[src/rtl/pipeline_ctrl_pkg.sv]
// pipeline_ctrl_pkg
// Shared definitions for the CPU pipeline control slice:
//   - ctrl_state_e : multicycle sequencing states of the hazard controller
//   - STAGE_*      : stage index constants used to address per-stage hold/clear vectors
//   - MC_CNT_W     : width of the multicycle hold down-counter
package pipeline_ctrl_pkg;

  typedef enum logic [1:0] {
    RUN     = 2'd0,
    MC_WAIT = 2'd1,
    MC_DONE = 2'd2
  } ctrl_state_e;

  localparam int STAGE_FE  = 0;
  localparam int STAGE_DE  = 1;
  localparam int STAGE_EX  = 2;
  localparam int STAGE_MEM = 3;
  localparam int STAGE_WB  = 4;

  localparam int MC_CNT_W = 8;

endpackage

[src/rtl/pipeline_ctrl_sat_counter.sv]
// sat_counter
// Saturating up-counter with synchronous clear.
// Ports:
//   clk   - rising-edge clock
//   reset - asynchronous active-low reset (count -> 0)
//   inc   - count up by one on this edge (sticks at all-ones)
//   clr   - synchronous clear, takes priority over inc
//   count - current count value
module sat_counter #(
  parameter int W = 32
) (
  input  logic         clk,
  input  logic         reset,
  input  logic         inc,
  input  logic         clr,
  output logic [W-1:0] count
);

  // Clear wins over increment; once all-ones the count stays put.
  always_ff @(posedge clk or negedge reset) begin
    if (!reset) begin
      count <= '0;
    end else if (clr) begin
      count <= '0;
    end else if (inc && (count != '1)) begin
      count <= count + 1'b1;
    end
  end

endmodule

[src/rtl/pipeline_ctrl.sv]
// pipeline_ctrl
// Hazard/stall controller for a 5-stage pipeline (FE, DE, EX, MEM, WB).
// Parameters:
//   MC_LAT - total EX hold cycles for a multicycle op (2..255)
//   CNT_W  - width of the stall-cycle counter
// Ports:
//   clk, reset (async, active-low)
//   mem_busy, ex_multicycle, branch_taken, load_use - hazard inputs
//   cnt_clr                                         - clears stall_cycles
//   hold_fe/de/ex/mem                               - stage register holds
//   clear_de/ex/mem/wb                              - stage register bubbles
//   stall_cycles                                    - cycles with hold_fe high
module pipeline_ctrl
  import pipeline_ctrl_pkg::*;
#(
  parameter int MC_LAT = 4,
  parameter int CNT_W  = 32
) (
  input  logic             clk,
  input  logic             reset,
  input  logic             mem_busy,
  input  logic             ex_multicycle,
  input  logic             branch_taken,
  input  logic             load_use,
  input  logic             cnt_clr,
  output logic             hold_fe,
  output logic             hold_de,
  output logic             hold_ex,
  output logic             hold_mem,
  output logic             clear_de,
  output logic             clear_ex,
  output logic             clear_mem,
  output logic             clear_wb,
  output logic [CNT_W-1:0] stall_cycles
);

  // The entry cycle counts as one hold and the cycle that sees mc_cnt == 0
  // counts as another, so the counter starts two below the total latency.
  localparam logic [MC_CNT_W-1:0] MC_LOAD = MC_CNT_W'(MC_LAT - 2);

  ctrl_state_e                state, state_nxt;
  logic [MC_CNT_W-1:0]        mc_cnt, mc_cnt_nxt;
  logic [STAGE_MEM:STAGE_FE]  hold_vec;
  logic [STAGE_WB:STAGE_DE]   clear_vec;

  always_ff @(posedge clk or negedge reset) begin
    if (!reset) begin
      state  <= RUN;
      mc_cnt <= '0;
    end else begin
      state  <= state_nxt;
      mc_cnt <= mc_cnt_nxt;
    end
  end

  // Outputs depend on the live reset level so that bubbles are injected
  // into every stage the moment reset asserts, not at the next edge.
  // mem_busy freezes everything because the whole pipe must wait on memory.
  always_comb begin
    state_nxt  = state;
    mc_cnt_nxt = mc_cnt;
    hold_vec   = '0;
    clear_vec  = '0;

    if (!reset) begin
      clear_vec = '1;
    end else if (mem_busy) begin
      hold_vec            = '1;
      clear_vec[STAGE_WB] = 1'b1;
    end else begin
      case (state)
        MC_WAIT: begin
          hold_vec[STAGE_FE]   = 1'b1;
          hold_vec[STAGE_DE]   = 1'b1;
          hold_vec[STAGE_EX]   = 1'b1;
          clear_vec[STAGE_MEM] = 1'b1;
          if (mc_cnt == '0) begin
            state_nxt = MC_DONE;
          end else begin
            mc_cnt_nxt = mc_cnt - 1'b1;
          end
        end
        default: begin
          // MC_DONE ignores ex_multicycle: the op just finished is still
          // asserting it while it leaves EX.
          if ((state == RUN) && ex_multicycle) begin
            hold_vec[STAGE_FE]   = 1'b1;
            hold_vec[STAGE_DE]   = 1'b1;
            hold_vec[STAGE_EX]   = 1'b1;
            clear_vec[STAGE_MEM] = 1'b1;
            mc_cnt_nxt           = MC_LOAD;
            state_nxt            = MC_WAIT;
          end else begin
            state_nxt = RUN;
            if (branch_taken) begin
              clear_vec[STAGE_DE] = 1'b1;
              clear_vec[STAGE_EX] = 1'b1;
            end else if (load_use) begin
              hold_vec[STAGE_FE]  = 1'b1;
              hold_vec[STAGE_DE]  = 1'b1;
              clear_vec[STAGE_EX] = 1'b1;
            end
          end
        end
      endcase
    end
  end

  assign hold_fe   = hold_vec[STAGE_FE];
  assign hold_de   = hold_vec[STAGE_DE];
  assign hold_ex   = hold_vec[STAGE_EX];
  assign hold_mem  = hold_vec[STAGE_MEM];
  assign clear_de  = clear_vec[STAGE_DE];
  assign clear_ex  = clear_vec[STAGE_EX];
  assign clear_mem = clear_vec[STAGE_MEM];
  assign clear_wb  = clear_vec[STAGE_WB];

  sat_counter #(
    .W(CNT_W)
  ) u_stall_cnt (
    .clk  (clk),
    .reset(reset),
    .inc  (hold_fe),
    .clr  (cnt_clr),
    .count(stall_cycles)
  );

endmodule

[config.mk]
export PLATFORM = sky130hd
export DESIGN_NAME = pipeline_ctrl
export DESIGN_NICKNAME = d
export VERILOG_FILES = /design/src/rtl/pipeline_ctrl_pkg.sv /design/src/rtl/pipeline_ctrl_sat_counter.sv /design/src/rtl/pipeline_ctrl.sv
export SDC_FILE = /design/constraint.sdc
export NUM_CORES = 1
export LEC_CHECK = 0
export CORE_ASPECT_RATIO = 0.75
export CORE_MARGIN = 8
export CORE_UTILIZATION = 47
export DETAILED_ROUTE_END_ITERATION = 12
export PLACE_DENSITY = 0.79
export SLEW_MARGIN = 20
export SYNTH_ARGS = -nofsm -noshare
export SYNTH_HDL_FRONTEND = slang
export SYNTH_HIERARCHICAL = 1
export SYNTH_SLANG_ARGS = --single-unit
[constraint.sdc]
create_clock -name clk -period 2.7 [get_ports clk]
set_input_delay 0.54 -clock clk [delete_from_list [all_inputs] [get_ports clk]]
set_output_delay 0.54 -clock clk [all_outputs]
set_load 0.1 [all_outputs]
# Yosys cells after proc, flatten, opt, wreduce, memory -nomap -nowiden
# Cells that the tools add are included.
[totals]
input_bits = 7
out_inout_bits = 40
word_cells = 42
regBits = 42
[op_classes]
muxes = 24
eq_ne = 4
n_addsub = 2
reduce_logical = 8
n_bitwise = 1
[ops]
columns = ["operator", "n"]
rows = [
  ["32-bit two-way mux", 2],
  ["32-bit by 1-bit adder with 32-bit output (second input constant)", 1],
  ["32-bit != test (second input constant)", 1],
  ["8-bit two-way mux", 3],
  ["2-bit two-way mux", 7],
  ["3-bit two-way mux", 3],
  ["8-bit zero test", 1],
  ["4-bit two-way mux", 2],
  ["8-bit by 1-bit subtractor with 8-bit output (second input constant)", 1],
  ["1-bit two-way mux", 7],
  ["2-bit != test (second input constant)", 2],
  ["4-bit AND reduction", 1],
  ["2-bit nonzero test", 2],
  ["3-bit AND reduction", 1],
  ["2-bit by 1-bit == test with 1-bit output (second input constant)", 1],
  ["1-bit logical AND", 2],
  ["2-bit zero test", 1],
  ["1-bit NOT", 1],
]

# Depth between registers and ports, before layout
# Gate-level depths: netlist of the first run.
[logic_depth]
depth_word = 9
mapped_depth = 10
ltp_nobuf = 8

# Modules after synthesis
# The synthesis of the first run kept the hierarchy.
[by_module_without_submodules]
columns = ["module", "cells_each", "seq_area_each_um2", "n_inst", "area_each_um2"]
rows = [
  ["sat_counter", 198, 800.8, 1, 1854.3],
  ["pipeline_ctrl", 70, 250.2, 1, 636.9],
]

# Worst setup path before layout of the first run
# OpenSTA, ideal clock, no wires.
[synth_path]
path_type = "input-to-reg"
startpoint = "in ex_multicycle"
endpoint = "reg u_stall_cnt.count[31]"
arrival_time_ns = 5.147
cell_stages = 9
required_ns = 2.575
slack_ns = -2.572
setup_time_ns = 0.125
n_path_buf = 1
path_cell_list = "o21bai_1 a21boi_0 a21o_1 and3_1 nand4_1 a21o_1 buf_2 nor4_1 mux2_2"
[synth_between]
elab_chain_len = 7
[synth_lines]
columns = ["element", "line", "rtl"]
rows = [
  ["from (decl)", "pipeline_ctrl.sv:22", "input logic ex_multicycle,"],
  ["1-bit logical AND", "pipeline_ctrl.sv:86", "if ((state == RUN) && ex_multicycle) begin"],
  ["2-bit two-way mux", "pipeline_ctrl.sv:86", ""],
  ["3-bit two-way mux", "pipeline_ctrl.sv:71", "case (state)"],
  ["3-bit two-way mux", "pipeline_ctrl.sv:67", "end else if (mem_busy) begin"],
  ["4-bit two-way mux", "pipeline_ctrl.sv:65", "if (!reset) begin"],
  ["1-bit logical AND", "pipeline_ctrl_sat_counter.sv:25", "end else if (inc && (count != '1)) begin"],
  ["2-bit nonzero test (no source line)", "--", ""],
  ["to (signal assigned)", "pipeline_ctrl_sat_counter.sv:26", "count <= count + 1'b1;"],
  ["to (decl)", "pipeline_ctrl_sat_counter.sv:16", "output logic [W-1:0] count"],
]
# No other way between the ends.
# A chain may end at the register's enable or synchronous reset.

# Worst setup path after layout of the first run
# Same ends and word-level chain as after synthesis.

==> reports/qor.csv, run 1 <==
stage,metric,value,unit
synthesis,syn-instance-count,268,
sta,timing.fmax,0.411,GHz
power,reported_leakage_power,1.47,nW
setup_path,crit_path_top_delay_cell,sky130_fd_sc_hd__clkdlybuf4s50_1,
synthesis,synth.area.mux_share,4.47,%
sta,maxSlewHeadroom,52.5,%
synthesis,synth_compound_area_share,13.4,%
setup_path,timing.critical_path.to_type,flop,
synthesis,postSynth.asyncResetShare,100,%
setup_path,critPathRequiredTime,2.89,ns
synthesis,postSynth.topFlopCell,sky130_fd_sc_hd__dfrtp_1,
global_routing,global_route.usage.total,16.4,%
synthesis,synthesis.area_per_instance,9.30,µm²
clocking,clock_latency_at_the_later_pin_of_the_worst_skew_pair,0.31,ns
power,power.total,1.73,mW
routing,dr.first_iter.drc_count,131,
sta,min_period,2.43,ns
layout,num-nets-final,336,
job,timing.max_cap.violations,0,
clocking,cts_made_buffers,5,
layout,finish.instance_area,3260,µm²
global_routing,antenna_found_initial,0,
clocking,cts_max_level,2,
sta,finalSetupViolations,0,
layout,n_antenna_cell,0,
routing,detailroute.via_count,2208,
clocking,cts_tree,built,
layout,final_layout_size_suffix_gt1_share,26.9,%
setup_path,rr_worst_depth,7,
global_routing,grt_overflow_total,0,
setup_path,critical_path.n_buffers_inverters,1,
die,initial_utilization,47.6,%
die,core_area,5240,µm²
clocking,clkSinkCount,42,
die,top_level_ports,47,
clocking,postCtsHoldBufs,0,
worst_hold_path,min_path_type,input port to asynchronous set/reset pin,
sta,worst_clock_skew_on_the_final_layout,0.00715,ns
place,port-buffer-count,46,
die,die-height,79.1,µm
routing,route.detailed.wl_per_inst,15.7,µm
sta,tightest_slew,0.706,ns
setup_path,worst_r2r_endpoint,u_stall_cnt/count[19]$_DFFE_PN0P_,
sta,hold_slack,0.0585,ns
synthesis,yosys_warnings,6,
setup_path,arrival_time_at_the_worst_endpoint,2.62,ns
synthesis,yosysUniqueCellTypes,53,
clocking,clock_transition_time_at_the_flip_flop_clock_pins_of_the_worst_setup_and_hold_paths,0.08,ns
synthesis,synth_sequential_area_ratio,42.2,%
place,dp_worst_setup_slack,-0.0273,ns
clocking,ctsLongestPathBuffers,2,
power,peakVddDrop,0.000346,V
routing,drc,0,
place,post_dp_cell_area,3160,µm²
sta,finalCritPeriodShare,90.1,%
power,power_per_cell_area,532,nW/µm²
synthesis,postSynthRegisterBits,42,
routing,detail-route-antenna-nets,0,
setup_path,worst_setup_path_startpoint,ex_multicycle,
synthesis,synthDominantCellAreaShare,42.2,%
sta,hold_viol_final,0,
outcome,run_status,"finished, final reports clean",
synthesis,post_synthesis_share_of_cell_area_spent_on_and_or_nand_and_nor_gates,30.5,%
routing,drt-total-wl,6.29,mm
place,routabilityCongestion,0.869,
setup_path,setup.worst_path.class,input port to flop,
setup_path,reg2reg_setup_slack,0.42,ns
die,row_count,23,
place,numPlacedInstances,394,
die,chipWidth,100,µm
die,die_area,7910,µm²
layout,layoutNonFillerInstCount,402,
global_routing,number_of_global_route_vias_before_repair,2159,
setup_path,worst_setup_path_endpoint,u_stall_cnt/count[31]$_DFFE_PN0P_,
setup_path,crit_path_max_fanout,4,
sta,timing.final.max_slew_violations,0,
synthesis,fraction_of_synthesized_cell_area_in_xor_and_xnor_cells,4.57,%
routing,vias_per_cell,5.49,
setup_path,critical_path.reg2reg.startpoint,u_stall_cnt/count[0]$_DFFE_PN0P_,
synthesis,synth.top_cells.by_area,"sky130_fd_sc_hd__dfrtp_1 42%, sky130_fd_sc_hd__nor2_1 4.2%, sky130_fd_sc_hd__xnor2_1 3.5%, sky130_fd_sc_hd__nand2_1 3.5%, sky130_fd_sc_hd__a21oi_1 2.6%",
synthesis,post_synth_instance_area,2490,µm²
synthesis,synthMostInstantiatedCell,sky130_fd_sc_hd__dfrtp_1,
setup_path,critical_path_cell_count,9,
routing,drtPass1Iterations,4,
synthesis,synthAdderAreaFrac,1.51,%
synthesis,synth_common_cells,"42 x sky130_fd_sc_hd__dfrtp_1, 28 x sky130_fd_sc_hd__nor2_1, 23 x sky130_fd_sc_hd__nand2_1",
synthesis,number_of_synthesized_flops_with_an_enable_pin,0,
sta,rsz0062_at_grt,no,
synthesis,combinational_family_with_the_most_area_after_synthesis,simple AND/OR/NAND/NOR gates,
layout,fill_cells,461,
synthesis,synth_area_leader_cell,sky130_fd_sc_hd__dfrtp_1,
clocking,cts_setup_buffers,0,
setup_path,crit_chain,clkdlybuf4s50_1 > o21bai_4 > a21boi_4 > a21o_4 > and3_4 > nand4_1 > a21o_1 > nor4_1 > mux2_2,
setup_path,cp_slowest_stage_delay,0.52,ns
sta,finalWorstSetupSlack,0.266,ns
setup_path,start_kind,input port,
clocking,cts-root-buf,sky130_fd_sc_hd__clkbuf_8,
synthesis,mapped_nets,278,
clocking,postCtsResizedCells,0,
setup_path,cpLargestDelayFamily,compound AO/OA/AOI/OAI gates,
global_routing,grt_max_degree,41,
global_routing,grt_first_pass_wirelength,10.5,mm
place,dpl.hpwl,4.63,mm
layout,syn2layout_area_growth,30.7,%
==> power by group <==
part	total, mW	internal (mW)	switching [mW]
combinational	0.542	0.203	0.339
sequential	0.759	0.690	0.0689
clock	0.431	0.207	0.224
total	1.73	1.10	0.632
==> worst min path at each step <==
stage | startpoint | to | slack [ns]
CTS | reset | state[1]$_DFFE_PN0P_ | 0.06
detailed placement | reset | state[1]$_DFFE_PN0P_ | 0.39
global route | reset | state[1]$_DFFE_PN0P_ | 0.05
finish | reset | state[1]$_DFFE_PN0P_ | 0.06
floorplan | reset | mc_cnt[0]$_DFFE_PN0P_ | 0.24
global placement | reset | state[1]$_DFFE_PN0P_ | 0.38
==> state kept, by name, summed over array words and instances (netlist names) <==
signal and count:
mc_cnt 8, state 2, u_stall_cnt/count 32
==> placed cells by master (no fill, tap or decap), types with 2 or more instances in the layout <==
cell type / n
sky130_fd_sc_hd__o21ai_0: 6
sky130_fd_sc_hd__a21o_1: 3
sky130_fd_sc_hd__a31o_2: 2
sky130_fd_sc_hd__nor2_1: 28
sky130_fd_sc_hd__nor3_1: 4
sky130_fd_sc_hd__and2_1: 4
sky130_fd_sc_hd__a21oi_1: 12
sky130_fd_sc_hd__a211oi_1: 6
sky130_fd_sc_hd__and3_4: 2
sky130_fd_sc_hd__buf_12: 8
sky130_fd_sc_hd__a31oi_1: 2
sky130_fd_sc_hd__ha_1: 3
sky130_fd_sc_hd__nand2_1: 23
sky130_fd_sc_hd__o31ai_1: 3
sky130_fd_sc_hd__mux2_4: 2
sky130_fd_sc_hd__nor4_2: 5
sky130_fd_sc_hd__dfrtp_1: 42
sky130_fd_sc_hd__nand4_1: 8
sky130_fd_sc_hd__nand3_1: 13
sky130_fd_sc_hd__or4_1: 4
sky130_fd_sc_hd__nor2b_1: 8
sky130_fd_sc_hd__or3_1: 6
sky130_fd_sc_hd__xnor2_1: 10
sky130_fd_sc_hd__inv_1: 12
sky130_fd_sc_hd__clkbuf_8: 6
sky130_fd_sc_hd__xor2_1: 3
sky130_fd_sc_hd__mux2_2: 4
sky130_fd_sc_hd__nor4_1: 3
sky130_fd_sc_hd__mux2i_1: 4
sky130_fd_sc_hd__and3_1: 6
sky130_fd_sc_hd__nand2b_1: 7
sky130_fd_sc_hd__clkdlybuf4s50_1: 5
sky130_fd_sc_hd__buf_4: 45
==> routing by layer <==
metal	routed length (µm)	share of wire [%]	global-route usage, %
met2	2830	45	25.0
met1	3020	48	21.8
met3	371	5.9	4.80
met4	70	1.1	5.26
met5	0	0	0
==> worst register-to-register path, cell delays in order, from the launching register on <==
cell	delay, ns
sky130_fd_sc_hd__dfrtp_1	0.46
sky130_fd_sc_hd__ha_1	0.26
sky130_fd_sc_hd__nand4_1	0.25
sky130_fd_sc_hd__nor4_2	0.42
sky130_fd_sc_hd__a21o_1	0.25
sky130_fd_sc_hd__buf_4	0.19
sky130_fd_sc_hd__nor3_4	0.05
sky130_fd_sc_hd__mux2_4	0.29
==> cell type report <==
type / count / area (µm²) / area share [%]
tap: 75 / 93.8 / 2.88
multi-input combinational: 206 / 1420 / 43.7
clock inverter: 1 / 5.00 / 0.154
inverter: 12 / 45.0 / 1.38
timing repair buffer: 59 / 553 / 17.0
clock buffer: 7 / 86.3 / 2.65
sequential: 42 / 1050 / 32.3
==> stage by stage <==
stage / setup TNS (ns) / utilization (%)
floorplan: -1.42 / -
global placement: 0 / 60.4
detailed placement: -0.0273 / 60.4
CTS: 0 / 62.2
global route: 0 / 62.2
finish: 0 / 62.2
==> cells by family after synthesis <==
family / after synthesis
muxes: 10
buffers and inverters: 20
adders and majority gates: 3
xor gates and xnor gates: 13
AOI/OAI and AO/OA: 47
and+or+nand+nor: 133
DFF: 42
(Power assumes the default switching activity.)
==> inputs of run 2 (changes only) <==
--- a/config.mk
+++ b/config.mk
@@ -7,9 +7,9 @@
 export LEC_CHECK = 0
 export CORE_ASPECT_RATIO = 0.75
 export CORE_MARGIN = 8
-export CORE_UTILIZATION = 47
+export CORE_UTILIZATION = 52
 export DETAILED_ROUTE_END_ITERATION = 12
-export PLACE_DENSITY = 0.79
+export PLACE_DENSITY = 0.86
 export SLEW_MARGIN = 20
 export SYNTH_ARGS = -nofsm -noshare
 export SYNTH_HDL_FRONTEND = slang
==> run 2 against run 1 <==
Die area shrank 7.9%. Total power grew 5.0%. Sequential share of layout area shrank 0.11 points. Register-to-register slack is essentially flat. Critical path depth is the same. Largest power group unchanged. Via count grew 1.3%. Cell area grew 0.35%. Non-clock buffer count is the same. Worst hold slack gained 0.16 ns. Core utilization grew 9.7 points. Flip-flop and latch count is the same. Count of clock-buffer cells in the layout shrank 1.
==> reports/qor.csv, run 2 (same netlist as run 1, synthesis figures left out) <==
stage,metric,value,unit,change
clocking,cts_setup_buffers,0,,unchanged
setup_path,critPathRequiredTime,2.88,ns,about the same
sta,finalSetupViolations,0,,unchanged
job,timing.max_cap.violations,0,,unchanged
setup_path,arrival_time_at_the_worst_endpoint,2.64,ns,+0.02 ns
routing,drc,0,,unchanged
worst_hold_path,min_path_type,input port to asynchronous set/reset pin,,
setup_path,start_kind,input port,,
layout,flip_flop_count_of_the_largest_register_all_copies_and_words_added,32,,unchanged
power,power_per_cell_area,557,nW/µm²,+4.7%
layout,largestRegisters,"u_stall_cnt/count (32), mc_cnt (8), state (2)",,
sta,timing.fmax,0.407,GHz,-0.84%
clocking,postCtsHoldBufs,0,,unchanged
setup_path,rr_worst_depth,7,,unchanged
layout,num-nets-final,336,,unchanged
die,top_level_ports,47,,unchanged
layout,most_common_cell_after_layout_fill_and_taps_aside,sky130_fd_sc_hd__buf_4,,
routing,detailroute.via_count,2236,,+1.3%
layout,finish.instance_area,3270,µm²,+0.35%
sta,timing.final.max_slew_violations,0,,unchanged
routing,drtPass1Iterations,4,,unchanged
setup_path,crit_path_max_fanout,4,,unchanged
clocking,cts_made_buffers,5,,unchanged
clocking,clkSinkCount,42,,unchanged
layout,syn2layout_area_growth,31.1,%,
layout,n_antenna_cell,0,,unchanged
global_routing,grt_max_degree,41,,unchanged
setup_path,critical_path.reg2reg.startpoint,u_stall_cnt/count[0]$_DFFE_PN0P_,,
sta,finalCritPeriodShare,90.9,%,+0.76 points
place,port-buffer-count,46,,unchanged
place,dpl.hpwl,4.79,mm,+3.4%
place,post_dp_cell_area,3150,µm²,-0.32%
setup_path,worst_r2r_endpoint,u_stall_cnt/count[19]$_DFFE_PN0P_,,
clocking,clock_latency_at_the_later_pin_of_the_worst_skew_pair,0.29,ns,-0.02 ns
routing,route.detailed.wl_per_inst,16.7,µm,+6.6%
routing,detail-route-antenna-nets,0,,unchanged
clocking,cts_tree,built,,
sta,tightest_slew,0.756,ns,+0.0493 ns
sta,hold_viol_final,0,,unchanged
layout,final_layout_size_suffix_gt1_share,27.0,%,+0.083 points
place,routabilityCongestion,0.845,,-2.8%
setup_path,setup.worst_path.class,input port to flop,,
clocking,cts-root-buf,sky130_fd_sc_hd__clkbuf_8,,
die,die_area,7280,µm²,-7.9%
power,peakVddDrop,0.000565,V,+63%
layout,final_cell_mix,"44 x sky130_fd_sc_hd__buf_4, 42 x sky130_fd_sc_hd__dfrtp_1, 28 x sky130_fd_sc_hd__nor2_1, 23 x sky130_fd_sc_hd__nand2_1, 13 x sky130_fd_sc_hd__nand3_1",,
clocking,clock_transition_time_at_the_flip_flop_clock_pins_of_the_worst_setup_and_hold_paths,0.08,ns,about the same
clocking,postCtsResizedCells,0,,unchanged
routing,vias_per_cell,5.84,,+6.3%
setup_path,timing.critical_path.to_type,flop,,
global_routing,grt_overflow_total,0,,unchanged
global_routing,global_route.usage.total,18.0,%,+1.6 points
global_routing,grt_first_pass_wirelength,10.7,mm,+2.2%
global_routing,antenna_found_initial,0,,unchanged
sta,worst_clock_skew_on_the_final_layout,0.00888,ns,+0.00173 ns
sta,min_period,2.45,ns,+0.0206 ns
die,initial_utilization,54.8,%,+7.2 points
global_routing,number_of_global_route_vias_before_repair,2225,,+3.1%
clocking,ctsLongestPathBuffers,2,,unchanged
setup_path,reg2reg_setup_slack,0.42,ns,about the same
sta,maxSlewHeadroom,49.2,%,-3.3 points
routing,drt-total-wl,6.39,mm,+1.6%
layout,registers.top_by_ff_count,u_stall_cnt/count,,
outcome,run_status,"finished, final reports clean",,
power,reported_leakage_power,1.48,nW,+1.1%
sta,rsz0062_at_grt,no,,
routing,dr.first_iter.drc_count,192,,+47%
die,core_area,4550,µm²,-13%
die,die-height,75.9,µm,-3.9%
sta,hold_slack,0.217,ns,+0.159 ns
die,row_count,21,,-8.7%
die,chipWidth,95.9,µm,-4.1%
clocking,cts_max_level,2,,unchanged
run 2: power breakdown:
group	internal [mW]	total [mW]	switching, mW
Combinational	0.203	0.547	0.344
Clock	0.296	0.510	0.214
Sequential	0.690	0.762	0.0714
Total	1.19	1.82	0.630
run 2: worst max-delay path: stages:
cell and delay (ns):
sky130_fd_sc_hd__clkdlybuf4s50_1 0.53, sky130_fd_sc_hd__o21bai_4 0.10, sky130_fd_sc_hd__a21boi_4 0.16, sky130_fd_sc_hd__a21o_4 0.11, sky130_fd_sc_hd__and3_4 0.18, sky130_fd_sc_hd__nand4_1 0.09
sky130_fd_sc_hd__a21o_1 0.22, sky130_fd_sc_hd__nor4_1 0.34, sky130_fd_sc_hd__mux2_2 0.37
run 2: through the flow:
stage / setup TNS (ns) / setup slack, ns / power, mW / utilization (%) / cells
floorplan: -1.42 / -0.278 / 1.14 / - / 268
CTS: 0 / 0.259 / 1.82 / 71.9 / 383
global placement: 0 / 0.0681 / 1.29 / 69.4 / 376
global route: 0 / 0.149 / 1.90 / 71.9 / 383
detailed placement: -0.0491 / -0.0212 / 1.32 / 69.4 / 376
finish: 0 / 0.246 / 1.82 / 71.9 / 383
run 2: worst max-delay path by stage:
stage	start	end	slack (ns)	cells after the start
4_1_cts	ex_multicycle	u_stall_cnt/count[31]$_DFFE_PN0P_	0.26	9
3_5_place_dp	ex_multicycle	u_stall_cnt/count[25]$_DFFE_PN0P_	-0.02	10
2_1_floorplan	ex_multicycle	u_stall_cnt/count[31]$_DFFE_PN0P_	-0.28	9
5_1_grt	ex_multicycle	u_stall_cnt/count[31]$_DFFE_PN0P_	0.15	9
6_report	ex_multicycle	u_stall_cnt/count[31]$_DFFE_PN0P_	0.25	9
3_3_place_gp	ex_multicycle	u_stall_cnt/count[31]$_DFFE_PN0P_	0.07	9
run 2: area by class of cell:
class	instances	area, µm²
flip-flops and latches	42	1050
repair buffers	59	566
clock buffers	6	82.6
well taps	57	71.3
multi-input cells	206	1420
fillers	347	1280
inverters	12	45.0
clock inverters	1	30.0
run 2: layer usage:
layer | vias up | global-route usage (%) | wire [µm]
met4 | 0 | 5.36 | 99
met2 | 72 | 26.6 | 2750
met1 | 1072 | 25.3 | 3110
met3 | 8 | 3.94 | 433
li1 | 1084 | - | -
met5 | - | 0 | 0
==> inputs of run 3 (changes only) <==
--- a/config.mk
+++ b/config.mk
@@ -5,6 +5,7 @@
 export SDC_FILE = /design/constraint.sdc
 export NUM_CORES = 1
 export LEC_CHECK = 0
+export ABC_AREA = 0
 export CORE_ASPECT_RATIO = 0.75
 export CORE_MARGIN = 8
 export CORE_UTILIZATION = 52
==> results of run 3 <==
Final layout, timing and power as in run 2 (identical DEF).
